`config.mk`:
```
export PLATFORM = sky130hd
export DESIGN_NAME = jtcop_mapsel_flat
export DESIGN_NICKNAME = d
export VERILOG_FILES = /design/src/rtl/jtcop_pkg.sv /design/src/rtl/jtcop_mapsel_if.sv /design/src/rtl/jtcop_edgecnt.sv /design/src/rtl/jtcop_mapsel.sv /design/src/flat_wrapper.sv
export SDC_FILE = /design/constraint.sdc
export NUM_CORES = 1
export LEC_CHECK = 0
export CAP_MARGIN = 20
export CORE_ASPECT_RATIO = 1.4
export CORE_UTILIZATION = 30
export CTS_CLUSTER_SIZE = 25
export DETAILED_ROUTE_END_ITERATION = 12
export GPL_ROUTABILITY_DRIVEN = 0
export GPL_TIMING_DRIVEN = 0
export PLACE_DENSITY_LB_ADDON = 0.2
export SETUP_SLACK_MARGIN = 0.4
export SYNTH_ARGS = -nofsm -noshare
export SYNTH_HDL_FRONTEND = slang
export SYNTH_SLANG_ARGS = --single-unit
```
`constraint.sdc`:
```
create_clock -name clk -period 2.35 [get_ports clk]
set_clock_uncertainty 0.05 [all_clocks]
set_input_delay 0.47 -clock clk [delete_from_list [all_inputs] [get_ports clk]]
set_output_delay 0.47 -clock clk [all_outputs]
set_load 0.01 [all_outputs]
```
`src/rtl/jtcop_pkg.sv`:
```
// Shared encodings and the default Sly Spy routing table for the tilemap
// window scrambler.
package jtcop_pkg;
    localparam int EW = 5;

    localparam logic [1:0] FN_MODE = 2'd0;
    localparam logic [1:0] FN_SFT  = 2'd1;
    localparam logic [1:0] FN_MAP  = 2'd2;
    localparam logic [1:0] FN_NONE = 2'd3;

    typedef struct packed {
        logic       en;
        logic [1:0] fn;
        logic [1:0] ch;
    } map_entry_t;

    function automatic logic [EW-1:0] ent(input logic [1:0] fn, input logic [1:0] ch);
        return {1'b1, fn, ch};
    endfunction

    // Index = {mapsel[1:0], win[2:0]}; unlisted windows stay disabled.
    function automatic logic [32*EW-1:0] slyspy_tbl();
        logic [32*EW-1:0] t;
        t = '0;
        t[ 0*EW +: EW] = ent(FN_MODE, 2'd1);
        t[ 1*EW +: EW] = ent(FN_MODE, 2'd0);
        t[ 2*EW +: EW] = ent(FN_SFT,  2'd0);
        t[ 3*EW +: EW] = ent(FN_MAP,  2'd0);
        t[ 4*EW +: EW] = ent(FN_SFT,  2'd1);
        t[ 5*EW +: EW] = ent(FN_MAP,  2'd1);
        t[ 8*EW +: EW] = ent(FN_SFT,  2'd1);
        t[ 9*EW +: EW] = ent(FN_MAP,  2'd1);
        t[10*EW +: EW] = ent(FN_MODE, 2'd1);
        t[11*EW +: EW] = ent(FN_MODE, 2'd0);
        t[12*EW +: EW] = ent(FN_MAP,  2'd0);
        t[13*EW +: EW] = ent(FN_SFT,  2'd0);
        t[16*EW +: EW] = ent(FN_MAP,  2'd1);
        t[17*EW +: EW] = ent(FN_SFT,  2'd1);
        t[18*EW +: EW] = ent(FN_MAP,  2'd0);
        t[19*EW +: EW] = ent(FN_SFT,  2'd0);
        t[20*EW +: EW] = ent(FN_MODE, 2'd1);
        t[21*EW +: EW] = ent(FN_MODE, 2'd0);
        t[24*EW +: EW] = ent(FN_MODE, 2'd0);
        t[25*EW +: EW] = ent(FN_MODE, 2'd1);
        t[26*EW +: EW] = ent(FN_SFT,  2'd1);
        t[27*EW +: EW] = ent(FN_MAP,  2'd1);
        t[28*EW +: EW] = ent(FN_SFT,  2'd0);
        t[29*EW +: EW] = ent(FN_MAP,  2'd0);
        // Enabled but unroutable: a dead function code and a chip beyond NCH=2.
        t[30*EW +: EW] = ent(FN_NONE, 2'd0);
        t[31*EW +: EW] = ent(FN_MODE, 2'd2);
        return t;
    endfunction

    localparam logic [32*EW-1:0] SLYSPY_TBL = slyspy_tbl();
endpackage

```
`src/rtl/jtcop_mapsel_if.sv`:
```
// CPU-side bus and chip-select bundle for jtcop_mapsel.
interface jtcop_mapsel_if #(
    parameter int RW   = 3,
    parameter int CNTW = 2,
    parameter int NCH  = 2
);
    logic            ASn;
    logic            RnW;
    logic            reg_hit;
    logic [RW-1:0]   win;
    logic            dbg_en;
    logic [CNTW-1:0] dbg_sel;
    logic [NCH-1:0]  mode_cs;
    logic [NCH-1:0]  sft_cs;
    logic [NCH-1:0]  map_cs;
    logic            disp_cs;
    logic            up_cs;
    logic            clr_cs;
    logic [CNTW-1:0] mapsel;

    modport master (
        output ASn, RnW, reg_hit, win, dbg_en, dbg_sel,
        input  mode_cs, sft_cs, map_cs, disp_cs, up_cs, clr_cs, mapsel
    );

    modport slave (
        input  ASn, RnW, reg_hit, win, dbg_en, dbg_sel,
        output mode_cs, sft_cs, map_cs, disp_cs, up_cs, clr_cs, mapsel
    );
endinterface

```
`src/rtl/jtcop_edgecnt.sv`:
```
// Edge-triggered step/clear counter; the result is only latched into the
// routing between bus cycles so a decode never changes mid-access.
module jtcop_edgecnt #(
    parameter int CNTW = 2,
    parameter int SAT  = 0
) (
    input  logic            clk,
    input  logic            rst,
    input  logic            ASn,
    input  logic            up,
    input  logic            clr,
    output logic [CNTW-1:0] msel
);
    logic            up_l, clr_l;
    logic [CNTW-1:0] premap;
    logic            up_edge, clr_edge;

    assign up_edge  = up  & ~up_l;
    assign clr_edge = clr & ~clr_l;

    always_ff @(posedge clk) begin
        if (rst) begin
            up_l   <= 1'b0;
            clr_l  <= 1'b0;
            premap <= '0;
            msel   <= '0;
        end else begin
            up_l  <= up;
            clr_l <= clr;
            if (clr_edge)
                premap <= '0;
            else if (up_edge && !(SAT != 0 && premap == '1))
                premap <= premap + 1'b1;
            if (ASn)
                msel <= premap;
        end
    end
endmodule

```
`src/rtl/jtcop_mapsel.sv`:
```
// Table-driven tilemap window scrambler: strobe decode, routing selection
// and per-chip select fan-out.
module jtcop_mapsel
    import jtcop_pkg::*;
#(
    parameter int RW     = 3,
    parameter int CNTW   = 2,
    parameter int NCH    = 2,
    parameter int UPWIN  = 2,
    parameter int CLRWIN = 5,
    parameter int SAT    = 0,
    parameter logic [(2**(CNTW+RW))*EW-1:0] MAPTBL = SLYSPY_TBL
) (
    input logic          clk,
    input logic          rst,
    jtcop_mapsel_if.slave bus
);
    logic                 cyc;
    logic [CNTW-1:0]      msel;
    logic [CNTW+RW-1:0]   idx;
    map_entry_t           e;

    // Everything combinational is held quiet while reset is asserted.
    assign cyc         = ~bus.ASn & bus.reg_hit & ~rst;
    assign bus.up_cs   = cyc &  bus.RnW & (bus.win == RW'(UPWIN));
    assign bus.clr_cs  = cyc & ~bus.RnW & (bus.win == RW'(CLRWIN));

    jtcop_edgecnt #(
        .CNTW (CNTW),
        .SAT  (SAT)
    ) u_cnt (
        .clk  (clk),
        .rst  (rst),
        .ASn  (bus.ASn),
        .up   (bus.up_cs),
        .clr  (bus.clr_cs),
        .msel (msel)
    );

    assign bus.mapsel = bus.dbg_en ? bus.dbg_sel : (rst ? '0 : msel);

    assign idx = {bus.mapsel, bus.win};
    assign e   = map_entry_t'(MAPTBL[int'(idx)*EW +: EW]);

    // Chip indices at or above NCH simply never match a lane.
    always_comb begin
        bus.mode_cs = '0;
        bus.sft_cs  = '0;
        bus.map_cs  = '0;
        for (int i = 0; i < NCH; i++) begin
            if (cyc && e.en && e.ch == 2'(i)) begin
                case (e.fn)
                    FN_MODE: bus.mode_cs[i] = 1'b1;
                    FN_SFT:  bus.sft_cs[i]  = 1'b1;
                    FN_MAP:  bus.map_cs[i]  = 1'b1;
                    default: ;
                endcase
            end
        end
    end

    assign bus.disp_cs = (|bus.sft_cs) | (|bus.map_cs);
endmodule

```
`src/flat_wrapper.sv`:
```
// flat-port wrapper written by rule: the top's interface ports become plain ports
module jtcop_mapsel_flat import jtcop_pkg::*;
#(
    parameter int RW     = 3,
    parameter int CNTW   = 2,
    parameter int NCH    = 2,
    parameter int UPWIN  = 2,
    parameter int CLRWIN = 5,
    parameter int SAT    = 0,
    parameter logic [(2**(CNTW+RW))*EW-1:0] MAPTBL = SLYSPY_TBL
)
  (clk, rst, bus_ASn, bus_RnW, bus_reg_hit, bus_win, bus_dbg_en, bus_dbg_sel, bus_mode_cs, bus_sft_cs, bus_map_cs, bus_disp_cs, bus_up_cs, bus_clr_cs, bus_mapsel);
  jtcop_mapsel_if #(.RW(RW), .CNTW(CNTW), .NCH(NCH)) bus_i ();
  input logic clk;
  input logic rst;
  input wire logic [$bits(bus_i.ASn)-1:0] bus_ASn;
  input wire logic [$bits(bus_i.RnW)-1:0] bus_RnW;
  input wire logic [$bits(bus_i.reg_hit)-1:0] bus_reg_hit;
  input wire logic [$bits(bus_i.win)-1:0] bus_win;
  input wire logic [$bits(bus_i.dbg_en)-1:0] bus_dbg_en;
  input wire logic [$bits(bus_i.dbg_sel)-1:0] bus_dbg_sel;
  output wire logic [$bits(bus_i.mode_cs)-1:0] bus_mode_cs;
  output wire logic [$bits(bus_i.sft_cs)-1:0] bus_sft_cs;
  output wire logic [$bits(bus_i.map_cs)-1:0] bus_map_cs;
  output wire logic [$bits(bus_i.disp_cs)-1:0] bus_disp_cs;
  output wire logic [$bits(bus_i.up_cs)-1:0] bus_up_cs;
  output wire logic [$bits(bus_i.clr_cs)-1:0] bus_clr_cs;
  output wire logic [$bits(bus_i.mapsel)-1:0] bus_mapsel;
  assign bus_i.ASn = bus_ASn;
  assign bus_i.RnW = bus_RnW;
  assign bus_i.reg_hit = bus_reg_hit;
  assign bus_i.win = bus_win;
  assign bus_i.dbg_en = bus_dbg_en;
  assign bus_i.dbg_sel = bus_dbg_sel;
  assign bus_mode_cs = bus_i.mode_cs;
  assign bus_sft_cs = bus_i.sft_cs;
  assign bus_map_cs = bus_i.map_cs;
  assign bus_disp_cs = bus_i.disp_cs;
  assign bus_up_cs = bus_i.up_cs;
  assign bus_clr_cs = bus_i.clr_cs;
  assign bus_mapsel = bus_i.mapsel;
  jtcop_mapsel #(.RW(RW), .CNTW(CNTW), .NCH(NCH), .UPWIN(UPWIN), .CLRWIN(CLRWIN), .SAT(SAT), .MAPTBL(MAPTBL)) u_core (.clk(clk), .rst(rst), .bus(bus_i));
endmodule
```
# ---- Yosys cells after proc, flatten, opt, wreduce, memory -nomap -nowiden
# Index checks and enable logic that the tools add are counted.
dict set report classes {
  div 0
  bitwise_logic 14
  n_shift 1
  n_mul 1
  n_mux 11
  reduce_logical 8
  add_sub_neg 1
  eq_ne 5
  magnitude_cmp 0
}
# op n
set op_table {}
lappend op_table {{$shiftx A160 B32 Y5 const A} 1}
lappend op_table {{$mux W1} 9}
lappend op_table {{$and A1 B1 Y1} 8}
lappend op_table {{$mul A5 B3 Y8 const B} 1}
lappend op_table {{$reduce_or A2 Y1} 3}
lappend op_table {{$not A1 Y1} 5}
lappend op_table {{$eq A2 B1 Y1 const B} 2}
lappend op_table {{$logic_not A2 Y1} 2}
lappend op_table {{$mux W2} 2}
lappend op_table {{$eq A3 B2 Y1 const B} 1}
lappend op_table {{$eq A3 B3 Y1 const B} 1}
lappend op_table {{$logic_and A1 B1 Y1} 3}
lappend op_table {{$add A2 B1 Y2 const B} 1}
lappend op_table {{$eq A2 B2 Y1 const B} 1}
lappend op_table {{$or A1 B1 Y1} 1}
dict set report totals {
  ramBits 0
  input_bits 11
  latchBits 0
  elab_cells 45
  romBits 0
  ff_bits 6
  n_memories 0
}

# ---- Longest topological paths before layout
dict set report depth {
  depth_word 9
  depth_mapped 9
  depth_no_buf 8
}

# ---- Modules after synthesis
# Synthesis repeated with hierarchy kept, for this count alone.
dict set report unflattened {
  cells_unflattened 84
  area_unflattened_um2 691.9
}
# mod n_inst seq_area_each_um2 cells_each area_each_um2
set by_module_without_submodules {}
lappend by_module_without_submodules {jtcop_mapsel 1 0.0 65 475.5}
lappend by_module_without_submodules {jtcop_edgecnt 1 120.1 19 216.5}

# ---- Worst setup path after synthesis
# Ideal clock, no wire load.
dict set report synth_path {
  path_type {input -> output}
  startpoint {in bus_dbg_en}
  endpoint {out bus_map_cs[0]}
  path_slack_ps -276
  t_required_ps 1830
  cell_stages 8
  arrival_time_ps 2106
  n_path_buf 2
  cell_sequence {or3b_1 > buf_6 > and2_4 > buf_6 > a2111o_1 > o211ai_2 > nand2_1 > nor3_1}
}
dict set report synth_via {
  elab_chain_len 6
  elab_cells_between_ends 9
  classes_between {1 x mul; 1 x eq/ne; 1 x shift; 3 x mux; 3 x reduce/logical}
}
# element line
set synth_rtl {}
lappend synth_rtl {{from (decl)} flat_wrapper.sv:20} ;# input wire logic [$bits(bus_i.dbg_en)-1:0] bus_dbg_en;
lappend synth_rtl {{$mux W2 *} jtcop_mapsel.sv:40} ;# assign bus.mapsel = bus.dbg_en ? bus.dbg_sel : (rst ? '0 : msel);
lappend synth_rtl {{$mul A5 B3 Y8 *} jtcop_mapsel.sv:43} ;# assign e = map_entry_t'(MAPTBL[int'(idx)*EW +: EW]);
lappend synth_rtl {{$shiftx A160 B32 Y5 *} jtcop_mapsel.sv:43}
lappend synth_rtl {{$eq A2 B2 Y1, or another cell as far along} jtcop_mapsel.sv:52} ;# case (e.fn)
lappend synth_rtl {{$mux W1 or $logic_and A1 B1 Y1 (tied branches)} {jtcop_mapsel.sv:52, jtcop_mapsel.sv:51}}
lappend synth_rtl {{$mux W1 *} jtcop_mapsel.sv:51} ;# if (cyc && e.en && e.ch == 2'(i)) begin
lappend synth_rtl {{to (decl)} flat_wrapper.sv:24} ;# output wire logic [$bits(bus_i.map_cs)-1:0] bus_map_cs;
# Mark *: on every way between the ends. The rest lies on a longest branch, timed or not.

# ---- Final worst setup path
dict set report layout_path {
  startpoint {in rst}
  endpoint {out bus_disp_cs}
}
dict set report layout_via {
  elab_chain_len 9
  elab_cells_between_ends 22
  classes_between {1 x mul; 3 x eq/ne; 1 x shift; 8 x mux; 3 x bitwise; 6 x reduce/logical}
}
# element line
set layout_rtl {}
lappend layout_rtl {{from (decl)} flat_wrapper.sv:15} ;# input logic rst;
lappend layout_rtl {{$mux W2 (2 in a row)} jtcop_mapsel.sv:40}
lappend layout_rtl {{$mul A5 B3 Y8} jtcop_mapsel.sv:43}
lappend layout_rtl {{$shiftx A160 B32 Y5} jtcop_mapsel.sv:43}
lappend layout_rtl {{$eq A2 B1 Y1, or another cell as far along} jtcop_mapsel.sv:52}
lappend layout_rtl {{$mux W1 or $logic_and A1 B1 Y1 (tied branches)} {jtcop_mapsel.sv:52, jtcop_mapsel.sv:51}}
lappend layout_rtl {{$mux W1} jtcop_mapsel.sv:51}
lappend layout_rtl {{$reduce_or A2 Y1} jtcop_mapsel.sv:62} ;# assign bus.disp_cs = (|bus.sft_cs) | (|bus.map_cs);
lappend layout_rtl {{$or A1 B1 Y1 *} jtcop_mapsel.sv:62}
lappend layout_rtl {{to (decl)} flat_wrapper.sv:25} ;# output wire logic [$bits(bus_i.disp_cs)-1:0] bus_disp_cs;
# Marked as above.

==> impl_metrics.tcl <==
set metrics [dict create \
    status "finished with violations" \
    violations "setup timing" \
    slowest_stage "or3b_4" \
    synthSimpleGateAreaFrac_pct 29.1 \
    synthArstFlopShare_pct 0 \
    syn_area_um2 687 \
    switching_share_pct 32.7 \
    end_kind "output pin" \
    synth_mux_area_share_pct 10.6 \
    final_core_util_pct 57.8 \
    power_frac_comb_pct 47.6 \
    num_rows 20 \
    place.detailed.hpwl_um 1410 \
    whs_ns 0.443 \
    seqPwrFrac_pct 27.2 \
    dr.pass1.iters 4 \
    synth-edff-count 0 \
    critPathMostFrequentCell "buf_6" \
    routedWlPerCell_um 14.2 \
    netlist.area_leader.share_pct 17.5 \
    cp_cell_sequence "buf_8 > or3b_4 > buf_6 > buf_4 > a21o_1 > a32o_2 > o22ai_4 > buf_6 > xor2_1 > and2_4 > buf_6" \
    fin_tns_setup_ns -3.28 \
    rsz0062_at_grt "yes" \
    hold_buffers 0 \
    fillers 208 \
    finalSetupViolCount 9 \
    cpPeakStageDelay_ns 0.38 \
    vias_per_cell 5.33 \
    grt_max_degree 11 \
    cts_tree "yes" \
    fp.dieW_um 42.4 \
    leakage_nw 0.553 \
    crit_fanout 5 \
    syn_to_final_growth_pct 83.2 \
    dieArea_um2 2490 \
    yosysUniqueCellTypes 33 \
    syn-instance-count 88 \
    clockRootBuffer "clkbuf_4" \
    clkSlewWorstSetupHoldPaths_ns 0.05 \
    drive_gt1_share_pct 55.7 \
    fin_crit_sh_pct 121 \
    min_period_ns 2.84 \
    grt_pass1_wl_um 3640 \
    syn-mean-instance-area_um2 7.81 \
    ios 22 \
    ys.flop_type "dfxtp_1" \
    routed_wl_um 2170 \
    grt_antenna_before_repair 0 \
    coreArea_um2 2180 \
    drc 0 \
    holdPathStages 2 \
    dp_slack_ns -1.31 \
    start_util_pct 31.6 \
    ys_seq_area_share_pct 17.5 \
    htree_levels 1 \
    critPathKind "in -> out" \
    pwr-share-clk_pct 25.3 \
    drtIter0Drc 7 \
    num_antenna_cells 0 \
    synth_fa_ha_area_share_pct 9.11 \
    clock_latency_ns 0.25 \
    synth_compound_area_share_pct 22.2 \
    cts_inserted_buffers 3 \
    grt_pass1_vias 824 \
    clock_sinks 6 \
    startpoint_type "primary input" \
    syn_nets 104 \
    die_y_um 58.6 \
    p_sw_w 0.000124 \
    holdCritPathClass "reg -> reg" \
    crit_required_ns 1.83 \
    worstRegToRegCells 4 \
    portBuffers 20 \
    synthXorXnorAreaFrac_pct 3.83 \
    clock_path_buffers 2 \
    grtUsageTotal_pct 19.4 \
    vias 816 \
    powerDensity_nw_per_um2 300 \
    setup_ws_ns -0.488 \
    max_freq_ghz 0.352 \
    drt.antenna.violating_nets 0 \
    p_int_w 0.000254 \
    hold_viol 0 \
    gr-total-overflow 0 \
    synth_area_leaders "dfxtp_1 17%, ha_1 9.1%, mux2i_1 7.3%" \
    yosysWarnings 0 \
    ys_ff_latch 6 \
    slew_viol_final 0 \
    slew-limit-headroom_pct 66.8 \
    worst_pin_slew_ns 0.497 \
    yosysTopAreaCell "dfxtp_1" \
    fin_nets 149 \
    synth_top_family_by_area "simple AND/OR/NAND/NOR gates" \
    ir_drop_v 0.000273 \
    arrival_ns 2.32 \
    maxCapViolations 0 \
]
## worst max-delay path: cells and delay by family
| kind | cells | cell delay (ns) |
|---|---|---|
| buffers and inverters | 5 | 0.59 |
| AOI/OAI and AO/OA | 3 | 0.56 |
| and+or+nand+nor | 2 | 0.54 |
| xor gates and xnor gates | 1 | 0.14 |
## cells by family after synthesis
group,Yosys count
simple gates,39
compound gates,18
buf+inv,10
mux,7
flops,6
fa+ha+maj,5
xor+xnor,3
## layout by cell type (no fill, tap or decap), drive strengths merged
master and count:
xor2 2, a32o 1, ha 5, o211ai 5
a21oi 2, nand4b 2, mux2 2, nor4 1
a21boi 1, a211o 1, dlygate4sd2 3, and2 3
o211a 1, a2111o 2, clkbuf 5, clkdlybuf4s15 1
nor2 9, inv 5, nand3 1, a22oi 1
a31oi 1, nor3 6, mux2i 5, dfxtp 6
buf 37, nand2b 3, nand2 11, or3b 3
clkdlybuf4s50 2, xnor2 1, o22ai 1, a21o 2
## per-stage QoR
stage                     instances  total power, W  area (um2)
after detailed placement        130        0.000220         950
final                           153        0.000378        1260
after floorplan                  88        0.000179         722
after CTS                       150        0.000363        1180
after global placement          130        0.000219         950
after global routing            153        0.000402        1260
## Yosys cell counts, drive strengths merged (2+ instances only)
| cell type | n |
|---|---|
| a2111o | 2 |
| a21o | 2 |
| a21oi | 2 |
| and2 | 3 |
| buf | 2 |
| clkbuf | 3 |
| dfxtp | 6 |
| ha | 5 |
| inv | 5 |
| mux2 | 2 |
| mux2i | 5 |
| nand2 | 11 |
| nand2b | 3 |
| nand4b | 2 |
| nor2 | 9 |
| nor3 | 6 |
| o211ai | 5 |
| or3b | 3 |
| xor2 | 2 |
## area by class of cell
| cell class | count | area [um2] | share of cell area [%] |
|---|---|---|---|
| multi-input combinational | 72 | 653 | 51.9 |
| timing repair buffer | 40 | 363 | 28.8 |
| sequential | 6 | 121 | 9.64 |
| buffer | 5 | 45.0 | 3.58 |
| tap | 22 | 27.5 | 2.19 |
| inverter | 5 | 26.3 | 2.09 |
| clock buffer | 3 | 22.5 | 1.79 |
## flip-flops by register name, indices dropped and copies added, names as in the netlist
name	count
u_core.u_cnt.msel	2
u_core.u_cnt.premap	2
u_core.u_cnt.clr_l	1
u_core.u_cnt.up_l	1
## power groups by stage
| stage | logic, W | clock network [W] | registers, W |
|---|---|---|---|
| global placement | 0.000114 | 0 | 0.000105 |
| floorplan | 0.0000743 | 0 | 0.000104 |
| detailed placement | 0.000115 | 0 | 0.000105 |
| finish | 0.000180 | 0.0000955 | 0.000103 |
| CTS | 0.000162 | 0.0000983 | 0.000103 |
| global route | 0.000193 | 0.000106 | 0.000103 |
## routing by layer
layer,vias up,share of wire [%],track usage (%)
met4,0,3.5,9.38
met1,381,32,17.1
met2,24,61,41.3
li1,401,-,-
met3,10,3.3,2.15
met5,-,0,0
## final timing paths
path / to / slack, ns / start
max: bus_disp_cs / -0.49 / rst
max reg2reg: u_core.u_cnt.premap[1]$_SDFFE_PP0P_ / 1.17 / u_core.u_cnt.up_l$_SDFF_PP0_
min reg2reg: u_core.u_cnt.msel[1]$_SDFFE_PP0P_ / 0.44 / u_core.u_cnt.msel[1]$_SDFFE_PP0P_
min: u_core.u_cnt.msel[1]$_SDFFE_PP0P_ / 0.44 / u_core.u_cnt.msel[1]$_SDFFE_PP0P_
## repair_timing
item                       CTS  global route
setup endpoints to repair   13            13
gates resized for setup     99            19
setup buffers               17             3
pin swaps                   11             9
No activity file was read; power rests on OpenSTA's default activity.
